### config.mk
export PLATFORM = sky130hd
export DESIGN_NAME = rr_arb5_onehot
export DESIGN_NICKNAME = d
export VERILOG_FILES = /design/src/rtl/rr_arb5_onehot.sv
export SDC_FILE = /design/constraint.sdc
export NUM_CORES = 1
export LEC_CHECK = 0
export CORE_UTILIZATION = 55
export CTS_CLUSTER_DIAMETER = 200
export DETAILED_ROUTE_END_ITERATION = 10
export GPL_ROUTABILITY_DRIVEN = 0
export HOLD_SLACK_MARGIN = 0.05
export PLACE_DENSITY_LB_ADDON = 0.25
export SLEW_MARGIN = 40
export SYNTH_ARGS = -nofsm -noshare
export SYNTH_HDL_FRONTEND = slang
export SYNTH_SLANG_ARGS = --single-unit
### constraint.sdc
create_clock -name clk -period 7.2 [get_ports clk]
set_input_delay 1.44 -clock clk [delete_from_list [all_inputs] [get_ports clk]]
set_output_delay 1.44 -clock clk [all_outputs]
set_load 0.02 [all_outputs]
### src/rtl/rr_arb5_onehot.sv
// Five-way round-robin arbiter with a one-hot priority pointer, selectable
// rotation direction and a per-grant burst limit.
module rr_arb5_onehot #(
    parameter int BURST_MAX = 4
) (
    input  logic       clk,
    input  logic       rb,
    input  logic [4:0] req,
    input  logic       dir,
    output logic [4:0] gnt,
    output logic       gnt_vld,
    output logic [2:0] gnt_id
);

    typedef enum logic [1:0] {
        ST_IDLE  = 2'b01,
        ST_GRANT = 2'b10
    } state_t;

    localparam logic [3:0] BURST_LIM = 4'(BURST_MAX);

    state_t     r_state;
    logic [4:0] r_ptr;
    logic [4:0] r_gnt;
    logic       r_gntVld;
    logic [2:0] r_gntId;
    logic [3:0] r_burst;

    logic [4:0] w_nextPtr;
    logic [4:0] w_base;
    logic [2:0] w_baseIdx;
    logic       w_found;
    logic [2:0] w_winId;
    logic [4:0] w_win;
    logic       w_hold;
    logic       w_illegal;

    function automatic logic isOneHot(input logic [4:0] v);
        return (v != 5'd0) && ((v & (v - 5'd1)) == 5'd0);
    endfunction

    // On a release edge the search starts one past the owner, so the owner
    // itself is reached last and only wins again when nobody else is asking.
    assign w_nextPtr = dir ? {r_gnt[3:0], r_gnt[4]} : {r_gnt[0], r_gnt[4:1]};
    assign w_base    = (r_state == ST_GRANT) ? w_nextPtr : r_ptr;

    always_comb begin
        logic [3:0] pos;
        pos       = 4'd0;
        w_baseIdx = 3'd0;
        w_found   = 1'b0;
        w_winId   = 3'd0;
        for (int i = 0; i < 5; i++) begin
            if (w_base[i]) begin
                w_baseIdx = 3'(i);
            end
        end
        for (int k = 0; k < 5; k++) begin
            if (dir) begin
                pos = {1'b0, w_baseIdx} + 4'(k);
            end else begin
                pos = {1'b0, w_baseIdx} + 4'd5 - 4'(k);
            end
            if (pos >= 4'd5) begin
                pos = pos - 4'd5;
            end
            if (!w_found && req[pos[2:0]]) begin
                w_found = 1'b1;
                w_winId = pos[2:0];
            end
        end
    end

    assign w_win  = w_found ? (5'b00001 << w_winId) : 5'b00000;
    assign w_hold = (|(req & r_gnt)) && (r_burst < BURST_LIM);

    // Any state/pointer/output combination the FSM can never produce on its own.
    assign w_illegal = !((r_state == ST_IDLE) || (r_state == ST_GRANT))
                    || !isOneHot(r_ptr)
                    || ((r_state == ST_IDLE)
                        && ((r_gnt != 5'd0) || r_gntVld || (r_gntId != 3'd0)))
                    || ((r_state == ST_GRANT)
                        && (!isOneHot(r_gnt) || !r_gntVld
                            || (r_gnt != (5'b00001 << r_gntId))
                            || (r_burst == 4'd0) || (r_burst > BURST_LIM)));

    always_ff @(posedge clk or posedge rb) begin
        if (rb) begin
            r_state  <= ST_IDLE;
            r_ptr    <= 5'b00001;
            r_gnt    <= 5'b00000;
            r_gntVld <= 1'b0;
            r_gntId  <= 3'd0;
            r_burst  <= 4'd0;
        end else if (w_illegal) begin
            r_state  <= ST_IDLE;
            r_ptr    <= 5'b00001;
            r_gnt    <= 5'b00000;
            r_gntVld <= 1'b0;
            r_gntId  <= 3'd0;
            r_burst  <= 4'd0;
        end else begin
            case (r_state)
                ST_IDLE: begin
                    if (w_found) begin
                        r_state  <= ST_GRANT;
                        r_gnt    <= w_win;
                        r_gntVld <= 1'b1;
                        r_gntId  <= w_winId;
                        r_burst  <= 4'd1;
                    end
                end
                ST_GRANT: begin
                    if (w_hold) begin
                        r_burst <= r_burst + 4'd1;
                    end else begin
                        r_ptr <= w_nextPtr;
                        if (w_found) begin
                            r_gnt    <= w_win;
                            r_gntVld <= 1'b1;
                            r_gntId  <= w_winId;
                            r_burst  <= 4'd1;
                        end else begin
                            r_state  <= ST_IDLE;
                            r_gnt    <= 5'b00000;
                            r_gntVld <= 1'b0;
                            r_gntId  <= 3'd0;
                            r_burst  <= 4'd0;
                        end
                    end
                end
                default: begin
                    r_state  <= ST_IDLE;
                    r_ptr    <= 5'b00001;
                    r_gnt    <= 5'b00000;
                    r_gntVld <= 1'b0;
                    r_gntId  <= 3'd0;
                    r_burst  <= 4'd0;
                end
            endcase
        end
    end

    assign gnt     = r_gnt;
    assign gnt_vld = r_gntVld;
    assign gnt_id  = r_gntId;

endmodule

Word level (Yosys, flattened, before mapping)
Index checks and enable logic that the tools add are counted.
{"block": "totals", "ff_bits": 20, "latch_bits": 0, "ram_bits": 0, "romBits": 0, "in_bits": 8, "output_inout_bits": 9, "elab_cells": 148, "n_memories": 0}
{"block": "classes", "addsub": 17, "multipliers": 0, "div": 0, "order_cmp": 12, "eq_ne": 7, "shift": 2, "n_mux": 64, "n_bitwise": 3, "reduce_logical": 37}
{"cell": "3-bit two-way mux", "n": 16}
{"cell": "5-bit two-way mux", "n": 8}
{"cell": "4-bit two-way mux", "n": 8}
{"cell": "4-bit by 3-bit >= comparator with 1-bit output, second input constant", "n": 5}
{"cell": "3-bit by 4-bit less-than comparator with 1-bit output, second input constant", "n": 5}
{"cell": "5-bit one-hot mux with 2 select lines", "n": 2}
{"cell": "1-bit two-way mux", "n": 16}
{"cell": "5-bit bitwise AND", "n": 3}
{"cell": "1-bit binary-select mux with 3-bit select", "n": 5}
{"cell": "3-bit subtractor, second input constant", "n": 5}
{"cell": "5-bit logical NOT", "n": 2}
{"cell": "1-bit logical OR", "n": 10}
{"cell": "2-bit two-way mux", "n": 5}
{"cell": "5-bit nonzero test", "n": 2}
{"cell": "1-bit by 3-bit << shifter with 5-bit output, first input constant", "n": 2}
{"cell": "5-bit by 1-bit subtractor with 5-bit output, second input constant", "n": 2}
{"cell": "1-bit logical AND", "n": 9}
{"cell": "3-bit inequality test, second input constant", "n": 3}
{"cell": "3-bit by 2-bit adder with 4-bit output, second input constant", "n": 2}
{"cell": "3-bit by 3-bit adder with 4-bit output, second input constant", "n": 2}
{"cell": "1-bit logical NOT", "n": 8}
{"cell": "4-bit one-hot mux with 2 select lines", "n": 1}
{"cell": "4-bit by 2-bit subtractor with 4-bit output, second input constant", "n": 2}
{"cell": "3-bit one-hot mux with 2 select lines", "n": 1}
{"cell": "17 further kinds", "n": 18}

Logic depth before layout (Yosys ltp)
{"block": "logic_depth", "ltp_word": 30, "depth_mapped": 25, "mapped_depth_nobuf": 22}

Worst setup path before layout
OpenSTA, ideal clock, no wires.
{"block": "synth_path", "path_kind": "input to register", "from": "in dir", "to": "reg r_gnt[2], in the netlist gnt[2]", "setup_ps": 122, "arrival_ps": 6081, "required_ps": 7078, "setup_slack_ps": 997, "stages": 23, "n_path_buf": 5, "path_cell_list": "buf_6 mux2i_1 a21oi_2 o21a_4 or2_0 buf_2 ha_1 buf_1 mux2_2 inv_2 ha_1 clkbuf_1 nand2b_1 and3_1 buf_1 o211ai_1 mux2i_1 nor4_1 o21ai_1 a211oi_4 and2_4 mux2_4 a32o_1"}
{"block": "synth_via", "elab_chain_cells": 30, "elab_cells_between_ends": 71, "classes_between": "add/sub: 14; order compare: 5; eq/ne: 1; shift: 1; mux: 41; reduce/logical: 9"}
{"element": "start: declaration", "line_no": "9", "text": "input logic dir,"}
{"element": "branches (longest 30 deep; another with 3-bit by 3-bit adder with 4-bit output)"}
{"element": "end signal: assignment", "line_no": "107", "text": "r_gnt <= w_win;"}
{"element": "end signal: assignment", "line_no": "119", "text": "r_gnt <= w_win;"}
{"element": "end: declaration", "line_no": "24", "text": "logic [4:0] r_gnt;"}
Parallel ways; which one is timed is not known. The select of a mux whose other input is x is not followed.
A chain may end at the register's enable or synchronous reset.

Worst setup path after layout
Same ends and word-level chain as after synthesis.

==> metrics.yaml <==
clocking:
  htreeDepth: 1
  cts_tree: "yes"
  cts_resized: 0
  numCtsBuffers: 3
  cts-root-buf: "clkbuf_8"
  clk_pin_slew_ns: 0.08
  cts_max_path_buffers: 2
  cts.sinks: 20
  clk_latency_ns: 0.26
yosys:
  syn-num-nets: 362
  ys_top_cells_by_area: "dfrtp_1 (16%), ha_1 (6.8%), mux2i_1 (6.5%)"
  synth-edff-count: 0
  netlist_top_cells_count: "nand2_1 (33), o21ai_0 (22), dfrtp_1 (18), inv_1 (18), mux2i_1 (18)"
  ys_warn_count: 0
  synth-seq-cells: 20
  synth_cell_types: 78
  synthArstFlopShare: 1.00
  yosysMostFrequentCell: "nand2_1"
  synth_top_area_frac: 0.162
  synthCells: 339
  syn_area_per_cell_um2: 8.18
  synthFlopType: "dfrtp_1"
  seq_area_frac_synth: 0.181
  yosysTopAreaCell: "dfrtp_1"
  syn_area_um2: 2770
critical_path:
  r2r-end: "gnt[2]"
  critPathMaxFanout: 8
  crit_type: "in -> reg"
  reg2reg_depth: 22
  timing.rr.start: "r_state[0]"
  worstSetupStartpointType: "primary input"
  arrival_ns: 6.89
  reg2reg_setup_slack_ns: 1.40
  endpoint_kind: "flip-flop"
  required_ns: 7.35
run_status:
  status: "completed"
timing:
  worst_pin_slew_ns: 0.784
  finClkSkew_ns: 0.00548
  drv_slew: 0
  period_needed_ns: 6.74
  rsz0062_at_grt: "false"
  setup_tns_ns: 0
  max_freq_mhz: 148
  setup_viol_count_final: 0
  hold_viol: 0
  finalCritPeriodShare: 0.936
  slew_headroom: 0.477
drt:
  vias: 2698
  drtPass1Iterations: 4
  wl_um: 7000
  drc: 0
  ant_nets: 0
  viasPerCell: 6.50
  first_iter_violations: 226
  wl_per_cell_um: 16.9
grt:
  antenna_found_initial: 0
  grt_pass1_vias: 2425
  grt_max_degree: 23
  grt_pass1_wl_um: 11900
  groute.usage.overall: 0.280
  grt.overflow.total: 0
placement:
  io_buffers: 16
  placed_area_um2: 2950
  place_hpwl_um: 5410
floorplan:
  die_width_um: 73
  die_area_um2: 5330
  start_util: 0.579
  core-area_um2: 4790
  floorplan.die.height_um: 73
  io_pins: 17
  row_count: 25
final_layout:
  final_cell_area_um2: 3030
  areaGrowthSynthToFinish_pct: 9.12
  antenna_cells: 0
  n_fill_cell: 414
  drive_above_1_share: 0.103
  nets: 372
worst_hold_path:
  min_to: "r_ptr[0]"
  min_from: "r_ptr[0]"
  min_path_cells: 2
  hold_path.class: "reg -> reg"
power_and_ir_drop:
  finalPower_uw: 984
  powerDensity_nw_per_um2: 325
  vdd_drop_max_mv: 0.194
  leakage_nw: 1.25
job:
  max-cap-violations: 0
-- routing by layer --
metal / track usage / wire, um
met2: 0.430 / 3280
met5: 0 / 0
met4: 0.100 / 181
met1: 0.411 / 3240
met3: 0.0152 / 304
-- how the worst max path moves through the flow --
stage	slack, ns	cells past startpoint	startpoint	end
after detailed placement	0.09	20	dir	gnt[2]
after CTS	0.35	20	dir	gnt[2]
final	0.46	21	dir	gnt[2]
after global placement	0.25	20	dir	gnt[3]
after global routing	0.1	21	dir	gnt[2]
after floorplan	1.0	23	dir	gnt[2]
-- critical path, stage by stage --
cell and delay (ns):
clkdlybuf4s50_1 0.66, mux2i_1 0.32, a21oi_2 0.13, o21a_4 0.29
or2_0 0.22, ha_1 0.32, buf_4 0.17, o31ai_4 0.27
inv_1 0.10, ha_1 0.20, nor2b_1 0.19, a21o_1 0.16
o21ai_0 0.18, o211ai_1 0.16, o211ai_1 0.12, a32oi_1 0.31
nand4b_1 0.36, nor3_1 0.45, and2_4 0.23, mux2_4 0.33
a32o_1 0.27
-- what timing repair did --
| action | CTS | global route |
|---|---|---|
| buffers inserted | 0 | 1 |
| setup endpoints to repair | 0 | 4 |
| hold buffers | 0 | 0 |
-- registers in the layout (all words and copies together) (netlist names) --
name	count
r_state	2
r_ptr	5
r_burst	4
gnt	5
gnt_id	3
gnt_vld	1
-- logic make-up (layout without fill, tap and decap cells) --
family                     after synthesis  count (layout)  share of synthesized area
DFF                                     20              20                      0.181
muxes                                   28              28                      0.114
buffers and inverters                   38              47                     0.0718
and+or+nand+nor                        110             110                      0.211
xor gates and xnor gates                14              14                     0.0469
AOI/OAI and AO/OA                      114             114                      0.307
adders and majority gates               15              15                     0.0677
-- area by class of cell --
class                           count  area [um2]  area share
Tap cell                           67        83.8      0.0277
Inverter                           21        91.3      0.0302
Timing Repair Buffer               22         205      0.0678
Clock buffer                        3        41.3      0.0136
Multi-Input combinational cell    281        2070       0.684
Clock inverter                      1        30.0     0.00993
Sequential cell                    20         503       0.166
-- through the flow --
step           hold slack (ns)  utilization  setup slack (ns)  std cells
5_1_grt                  0.532        0.632            0.0982        415
4_1_cts                  0.501        0.631             0.345        414
3_5_place_dp             0.490        0.616            0.0857        410
6_report                 0.495        0.632             0.459        415
3_3_place_gp             0.480        0.616             0.248        410
2_1_floorplan            0.467            -             0.997        339
-- where the power goes --
part	switching, mW	total (mW)	internal [mW]	leakage, nW
Combinational	0.408	0.673	0.265	0.946
Clock	0.0375	0.112	0.0742	0.0357
Sequential	0.0524	0.199	0.147	0.271
Total	0.498	0.984	0.486	1.25
-- placed cells by master (no fill, tap or decap), drive strengths merged, types with 4 or more instances in the layout --
cell type / instances
nand3b: 7
xor2: 4
clkdlybuf4s50: 16
a21oi: 19
nand2b: 4
nor2: 13
o31ai: 10
o211ai: 10
nand2: 33
ha: 15
buf: 6
mux2i: 21
mux2: 7
nand4: 4
nor3b: 6
o21ai: 24
a211oi: 5
inv: 20
a21o: 4
a22o: 5
nor2b: 5
nand3: 7
dfrtp: 18
and2: 5
xnor2: 10
and3: 5
nor3: 11
Note: power is estimated with default switching activity, not from simulation.
